$ cat src/rtl/mfp_ahb_master_arbiter_pkg.sv
// Shared AHB-Lite encodings and grant-state type for the two-master arbiter.
package mfp_ahb_master_arbiter_pkg;

  localparam logic [1:0] HTRANS_IDLE   = 2'b00;
  localparam logic [1:0] HTRANS_BUSY   = 2'b01;
  localparam logic [1:0] HTRANS_NONSEQ = 2'b10;
  localparam logic [1:0] HTRANS_SEQ    = 2'b11;
  localparam logic       HRESP_OKAY    = 1'b0;

  typedef enum logic {
    GNT_M0 = 1'b0,
    GNT_M1 = 1'b1
  } gnt_state_e;

  function automatic logic is_req(input logic [1:0] htrans);
    return htrans[1];
  endfunction

endpackage

$ cat src/rtl/mfp_ahb_arb_starve_cnt.sv
// Saturating stall counter; flags a master that has waited STARVE_LIMIT cycles.
module mfp_ahb_arb_starve_cnt
  import mfp_ahb_master_arbiter_pkg::*;
#(
  parameter int STARVE_LIMIT = 16
) (
  input  logic clk,
  input  logic rst,
  input  logic stall,
  output logic starve
);

  localparam int CW = $clog2(STARVE_LIMIT + 1);
  localparam logic [CW-1:0] LIMIT = CW'(STARVE_LIMIT);
  localparam logic [CW-1:0] ONE   = CW'(1);

  logic [CW-1:0] cnt_d, cnt_q;

  always_comb begin
    cnt_d = '0;
    if (stall) begin
      cnt_d = (cnt_q == LIMIT) ? cnt_q : cnt_q + ONE;
    end
  end

  always_ff @(posedge clk or posedge rst) begin
    if (rst) cnt_q <= '0;
    else     cnt_q <= cnt_d;
  end

  assign starve = (cnt_q == LIMIT);

endmodule

$ cat src/rtl/mfp_ahb_master_arbiter.sv
// Two-master AHB-Lite arbiter: core (m0) and serial loader (m1) share one slave port.
//   state  | meaning
//   GNT_M0 | core owns the address phase (reset / park state)
//   GNT_M1 | loader owns the address phase
module mfp_ahb_master_arbiter
  import mfp_ahb_master_arbiter_pkg::*;
#(
  parameter int STARVE_LIMIT = 16
) (
  input  logic        HCLK,
  input  logic        HRESET,

  input  logic [31:0] m0_HADDR,
  input  logic [ 2:0] m0_HBURST,
  input  logic        m0_HMASTLOCK,
  input  logic [ 3:0] m0_HPROT,
  input  logic [ 2:0] m0_HSIZE,
  input  logic [ 1:0] m0_HTRANS,
  input  logic [31:0] m0_HWDATA,
  input  logic        m0_HWRITE,
  output logic [31:0] m0_HRDATA,
  output logic        m0_HREADY,
  output logic        m0_HRESP,

  input  logic [31:0] m1_HADDR,
  input  logic [ 2:0] m1_HBURST,
  input  logic        m1_HMASTLOCK,
  input  logic [ 3:0] m1_HPROT,
  input  logic [ 2:0] m1_HSIZE,
  input  logic [ 1:0] m1_HTRANS,
  input  logic [31:0] m1_HWDATA,
  input  logic        m1_HWRITE,
  output logic [31:0] m1_HRDATA,
  output logic        m1_HREADY,
  output logic        m1_HRESP,

  output logic [31:0] s_HADDR,
  output logic [ 2:0] s_HBURST,
  output logic        s_HMASTLOCK,
  output logic [ 3:0] s_HPROT,
  output logic [ 2:0] s_HSIZE,
  output logic [ 1:0] s_HTRANS,
  output logic [31:0] s_HWDATA,
  output logic        s_HWRITE,
  input  logic [31:0] s_HRDATA,
  input  logic        s_HREADY,
  input  logic        s_HRESP,

  output logic        gnt,
  output logic        dph_own,
  output logic [ 1:0] starve
);

  gnt_state_e state_d, state_q;
  logic       dph_own_d, dph_own_q;
  logic       req0, req1;

  assign req0 = is_req(m0_HTRANS);
  assign req1 = is_req(m1_HTRANS);

  // Hand over only at a transfer boundary: owner idle, unlocked, and slave ready.
  always_comb begin
    state_d = state_q;
    case (state_q)
      GNT_M0: if (s_HREADY && m0_HTRANS == HTRANS_IDLE && !m0_HMASTLOCK && req1)
                state_d = GNT_M1;
      GNT_M1: if (s_HREADY && m1_HTRANS == HTRANS_IDLE && !m1_HMASTLOCK && req0)
                state_d = GNT_M0;
      default: state_d = GNT_M0;
    endcase
  end

  always_comb begin
    dph_own_d = dph_own_q;
    if (s_HREADY) dph_own_d = (state_q == GNT_M1);
  end

  always_ff @(posedge HCLK or posedge HRESET) begin
    if (HRESET) begin
      state_q   <= GNT_M0;
      dph_own_q <= 1'b0;
    end else begin
      state_q   <= state_d;
      dph_own_q <= dph_own_d;
    end
  end

  assign gnt     = (state_q == GNT_M1);
  assign dph_own = dph_own_q;

  always_comb begin
    s_HADDR     = gnt ? m1_HADDR     : m0_HADDR;
    s_HBURST    = gnt ? m1_HBURST    : m0_HBURST;
    s_HMASTLOCK = gnt ? m1_HMASTLOCK : m0_HMASTLOCK;
    s_HPROT     = gnt ? m1_HPROT     : m0_HPROT;
    s_HSIZE     = gnt ? m1_HSIZE     : m0_HSIZE;
    s_HTRANS    = gnt ? m1_HTRANS    : m0_HTRANS;
    s_HWRITE    = gnt ? m1_HWRITE    : m0_HWRITE;
    s_HWDATA    = dph_own ? m1_HWDATA : m0_HWDATA;
  end

  // A non-granted master sees an idle accepted, or a request stalled in place.
  always_comb begin
    m0_HREADY = ~req0;
    m0_HRDATA = '0;
    m0_HRESP  = HRESP_OKAY;
    m1_HREADY = ~req1;
    m1_HRDATA = '0;
    m1_HRESP  = HRESP_OKAY;
    if (gnt) begin
      m1_HREADY = s_HREADY;
      m1_HRDATA = s_HRDATA;
      m1_HRESP  = s_HRESP;
    end else begin
      m0_HREADY = s_HREADY;
      m0_HRDATA = s_HRDATA;
      m0_HRESP  = s_HRESP;
    end
  end

  mfp_ahb_arb_starve_cnt #(.STARVE_LIMIT(STARVE_LIMIT)) u_starve_m0 (
    .clk    (HCLK),
    .rst    (HRESET),
    .stall  (req0 & gnt),
    .starve (starve[0])
  );

  mfp_ahb_arb_starve_cnt #(.STARVE_LIMIT(STARVE_LIMIT)) u_starve_m1 (
    .clk    (HCLK),
    .rst    (HRESET),
    .stall  (req1 & ~gnt),
    .starve (starve[1])
  );

endmodule

$ cat config.mk
export PLATFORM = sky130hd
export DESIGN_NAME = mfp_ahb_master_arbiter
export DESIGN_NICKNAME = d
export VERILOG_FILES = /design/src/rtl/mfp_ahb_master_arbiter_pkg.sv /design/src/rtl/mfp_ahb_arb_starve_cnt.sv /design/src/rtl/mfp_ahb_master_arbiter.sv
export SDC_FILE = /design/constraint.sdc
export NUM_CORES = 1
export LEC_CHECK = 0
export BUFFER_PORTS_ARGS = -buffer_cell sky130_fd_sc_hd__buf_2
export CAP_MARGIN = 20
export CORE_AREA = 2 2 131 133
export CTS_BUF_LIST = sky130_fd_sc_hd__clkbuf_8 sky130_fd_sc_hd__clkbuf_16
export DETAILED_ROUTE_END_ITERATION = 8
export DIE_AREA = 0 0 133 135
export SYNTH_ARGS = -nofsm -noshare
export SYNTH_HDL_FRONTEND = slang
export SYNTH_SLANG_ARGS = --single-unit
$ cat constraint.sdc
create_clock -name HCLK -period 1.7 [get_ports HCLK]
set_input_delay 0.17 -clock HCLK [delete_from_list [all_inputs] [get_ports HCLK]]
set_output_delay 0.17 -clock HCLK [all_outputs]
set_load 0.005 [all_outputs]
==> qor.tcl <==
set qor(result_of_the_run) {completed}
set qor(number_of_antenna_violations_at_the_first_check_in_global_routing) 0
set qor(floorplan.initialDensity_pct) 12.2
set qor(place_ws_ns) 0.229
set qor(via_count) 2863
set qor(clk-insertion-delay-late_ns) 0.24
set qor(timing_max_transition_violations_final) 0
set qor(grt_busiest_layer) {met2}
set qor(place.port_buffers) 341
set qor(cp-start-kind) {flop}
set qor(die_height_microns) 135
set qor(remaining_drc_errors) 0
set qor(finClkSkew_ns) 0.00308
set qor(cpPeakStageDelay_ns) 0.51
set qor(path_clk_slew_ns) 0.04
set qor(yosysTopAreaCellShare_pct) 44.4
set qor(rsz0062_at_grt) {yes}
set qor(globalRouteTotalUtil_pct) 11.6
set qor(area.growth.synth_to_final_pct) 106
set qor(worst_path_max_delay_cell) {dfrtp_4}
set qor(placed_cell_area_sq_um) 3990
set qor(synth_flop_cell) {dfrtp_1}
set qor(irDropWorstVdd_mv) 0.531
set qor(worstMarginPinSlew_ns) 0.506
set qor(fp.dieW_microns) 133
set qor(final_antenna_net_count) 0
set qor(leakagePower_nw) 2.27
set qor(crit_chain) {buf_12, mux2_2, buf_2}
set qor(path_buf_inv) 2
set qor(top_cells_by_instance_count_after_synthesis) {mux2_2 (79), and2_1 (33), nor2b_1 (33), dfrtp_1 (12), buf_2 (10)}
set qor(path_delay_family) {flip-flops}
set qor(path_class) {flop to output port}
set qor(clockBufferDepth) 2
set qor(rows) 47
set qor(synth-edff-count) 0
set qor(post_drt_wl_per_cell_microns) 15.2
set qor(power_per_cell_area_nw_per_um2) 381
set qor(grt_pass1_wl_microns) 16200
set qor(synthArstFlopShare_pct) 100
set qor(final-hold-violation-count) 0
set qor(floorplan.die_area_sq_um) 18000
set qor(globalRoute.totalOverflow) 0
set qor(syn_area_sq_um) 2000
set qor(max-slew-margin-rel_pct) 66.2
set qor(synth.avg_cell_area_sq_um) 9.06
set qor(synth.lib_cells_used.distinct) 24
set qor(min_path_type) {input pin to flop}
set qor(routability_congestion_estimate) 0.797
set qor(dp.final_hpwl_microns) 10600
set qor(mapped_nets) 417
set qor(cts_tree) {done}
set qor(antenna_cells) 0
set qor(yosys_warnings) 0
set qor(period_share_pct) 97.6
set qor(use_met2_pct) 20.4
set qor(core_area_sq_um) 16400
set qor(stdcell_area_sq_um) 4120
set qor(post_route_cells_drive_above_1_share_pct) 78.5
set qor(numClockSinks) 12
set qor(most_common_cell_in_the_netlist) {mux2_2}
set qor(ys_ff_latch) 12
set qor(drt-pass1-iter-count) 4
set qor(final_setup_slack_of_the_worst_path_ns) 0.0413
set qor(nets) 754
set qor(maximum_number_of_pins_on_one_net_before_global_route_repair) 35
set qor(first_global_vias) 2696
set qor(synth_largest_area_cell) {mux2_2}
set qor(design.portCount) 342
set qor(timing.setup.tns_ns) 0
set qor(crit_required_ns) 1.53
set qor(dr.first_iter.drc_count) 90
set qor(post_synth_inst_count) 221
set qor(cts_made_buffers) 3
set qor(maxClockFrequency_mhz) 603
set qor(crit_fanout) 27
set qor(critical_path_arrival_ns) 1.49
set qor(cts_root_buf) {clkbuf_16}
set qor(htreeDepth) 1
set qor(synth-seq-area-share_pct) 15.0
set qor(drv.max_cap_violation_count) 0
set qor(cp-end-kind) {output port}
set qor(synth_top_cells_by_area) {mux2_2 (44%), dfrtp_1 (15%), and2_1 (10%), nor2b_1 (10%), buf_2 (2.5%)}
set qor(groute.layer.met1.usage_pct) 15.4
set qor(global_route.usage.met3_pct) 2.18
set qor(totalWireLength_microns) 11800
set qor(timing.final.crit_period_ns) 1.66
set qor(drt-vias-per-instance) 3.68
set qor(endpoints_failing_setup) 0
final cells by class:
cell class | instances | area, sq um
clock buffer | 3 | 75.1
tap | 220 | 275
timing repair buffer | 352 | 1830
fill | 1802 | 12300
inverter | 6 | 22.5
clock inverter | 1 | 3.75
sequential | 12 | 304
multi-input combinational | 183 | 1600
layout by cell type, fill, tap and decap left out, drive strengths merged, types with 2 or more instances in the layout:
cell    synthesis  routed
and2           33      33
mux2           79      79
buf            14     351
ha              4       4
mux2i           2       2
nor2            9       9
clkbuf          6       3
dfrtp          12      12
xor2            4       4
nor2b          33      33
inv             6       7
xnor2           4       4
nor3            2       2
nand3           4       4
path summary, 6_finish.rpt:
path | start | end | slack [ns] | cells past startpoint
min in group asynchronous | HRESET | u_starve_m1.cnt_q[1]$_DFFE_PP0P_ | 0.51 | 3
max reg2reg | u_starve_m1.cnt_q[0]$_DFFE_PP0P_ | u_starve_m1.cnt_q[1]$_DFFE_PP0P_ | 0.30 | 6
max in group asynchronous | HRESET | gnt$_DFF_PP0_ | 0.81 | 3
min | m0_HTRANS[1] | gnt$_DFF_PP0_ | 0.15 | 2
max | gnt$_DFF_PP0_ | s_HADDR[28] | 0.04 | 3
min reg2reg | u_starve_m0.cnt_q[4]$_DFFE_PP0P_ | u_starve_m0.cnt_q[4]$_DFFE_PP0P_ | 0.53 | 2
stage by stage:
step	utilization, %	hold WS, ns	total power, mW	instances
floorplan	-	0.0347	0.631	221
global route	25.1	0.158	1.67	777
global placement	24.3	0.214	1.14	771
detailed placement	24.3	0.229	1.14	771
finish	25.1	0.145	1.57	777
CTS	24.9	0.137	1.58	777
where the power goes:
part | switching, mW | internal, mW | total [mW]
clock network | 0.116 | 0.309 | 0.425
registers | 0.0135 | 0.297 | 0.311
logic | 0.341 | 0.493 | 0.834
repair_timing:
item	CTS	global route
buffers inserted	1	0
hold endpoints to repair	12	0
hold buffers	1	0
resized for setup	0	7
endpoints found under the setup margin	17	10
sequential cells by signal (all words and copies together), names as in the netlist:
| register | cells |
|---|---|
| gnt | 1 |
| u_starve_m1.cnt_q | 5 |
| u_starve_m0.cnt_q | 5 |
| dph_own | 1 |
kinds of logic after synthesis:
| kind of cell | after synthesis | share of synthesized area (%) |
|---|---|---|
| buf+inv | 26 | 6.25 |
| xor+xnor | 8 | 3.50 |
| simple gates | 85 | 25.6 |
| flops | 12 | 15.0 |
| compound gates | 5 | 1.75 |
| mux | 81 | 45.4 |
| fa+ha+maj | 4 | 2.50 |
layer usage:
layer | vias up | routed length, microns | part of all wire [%]
met2 | 130 | 5880 | 50
li1 | 1420 | - | -
met5 | - | 0 | 0
met4 | 0 | 26 | 0.22
met3 | 4 | 861 | 7.3
met1 | 1309 | 5050 | 43
Note: power is estimated with default switching activity, not from simulation.
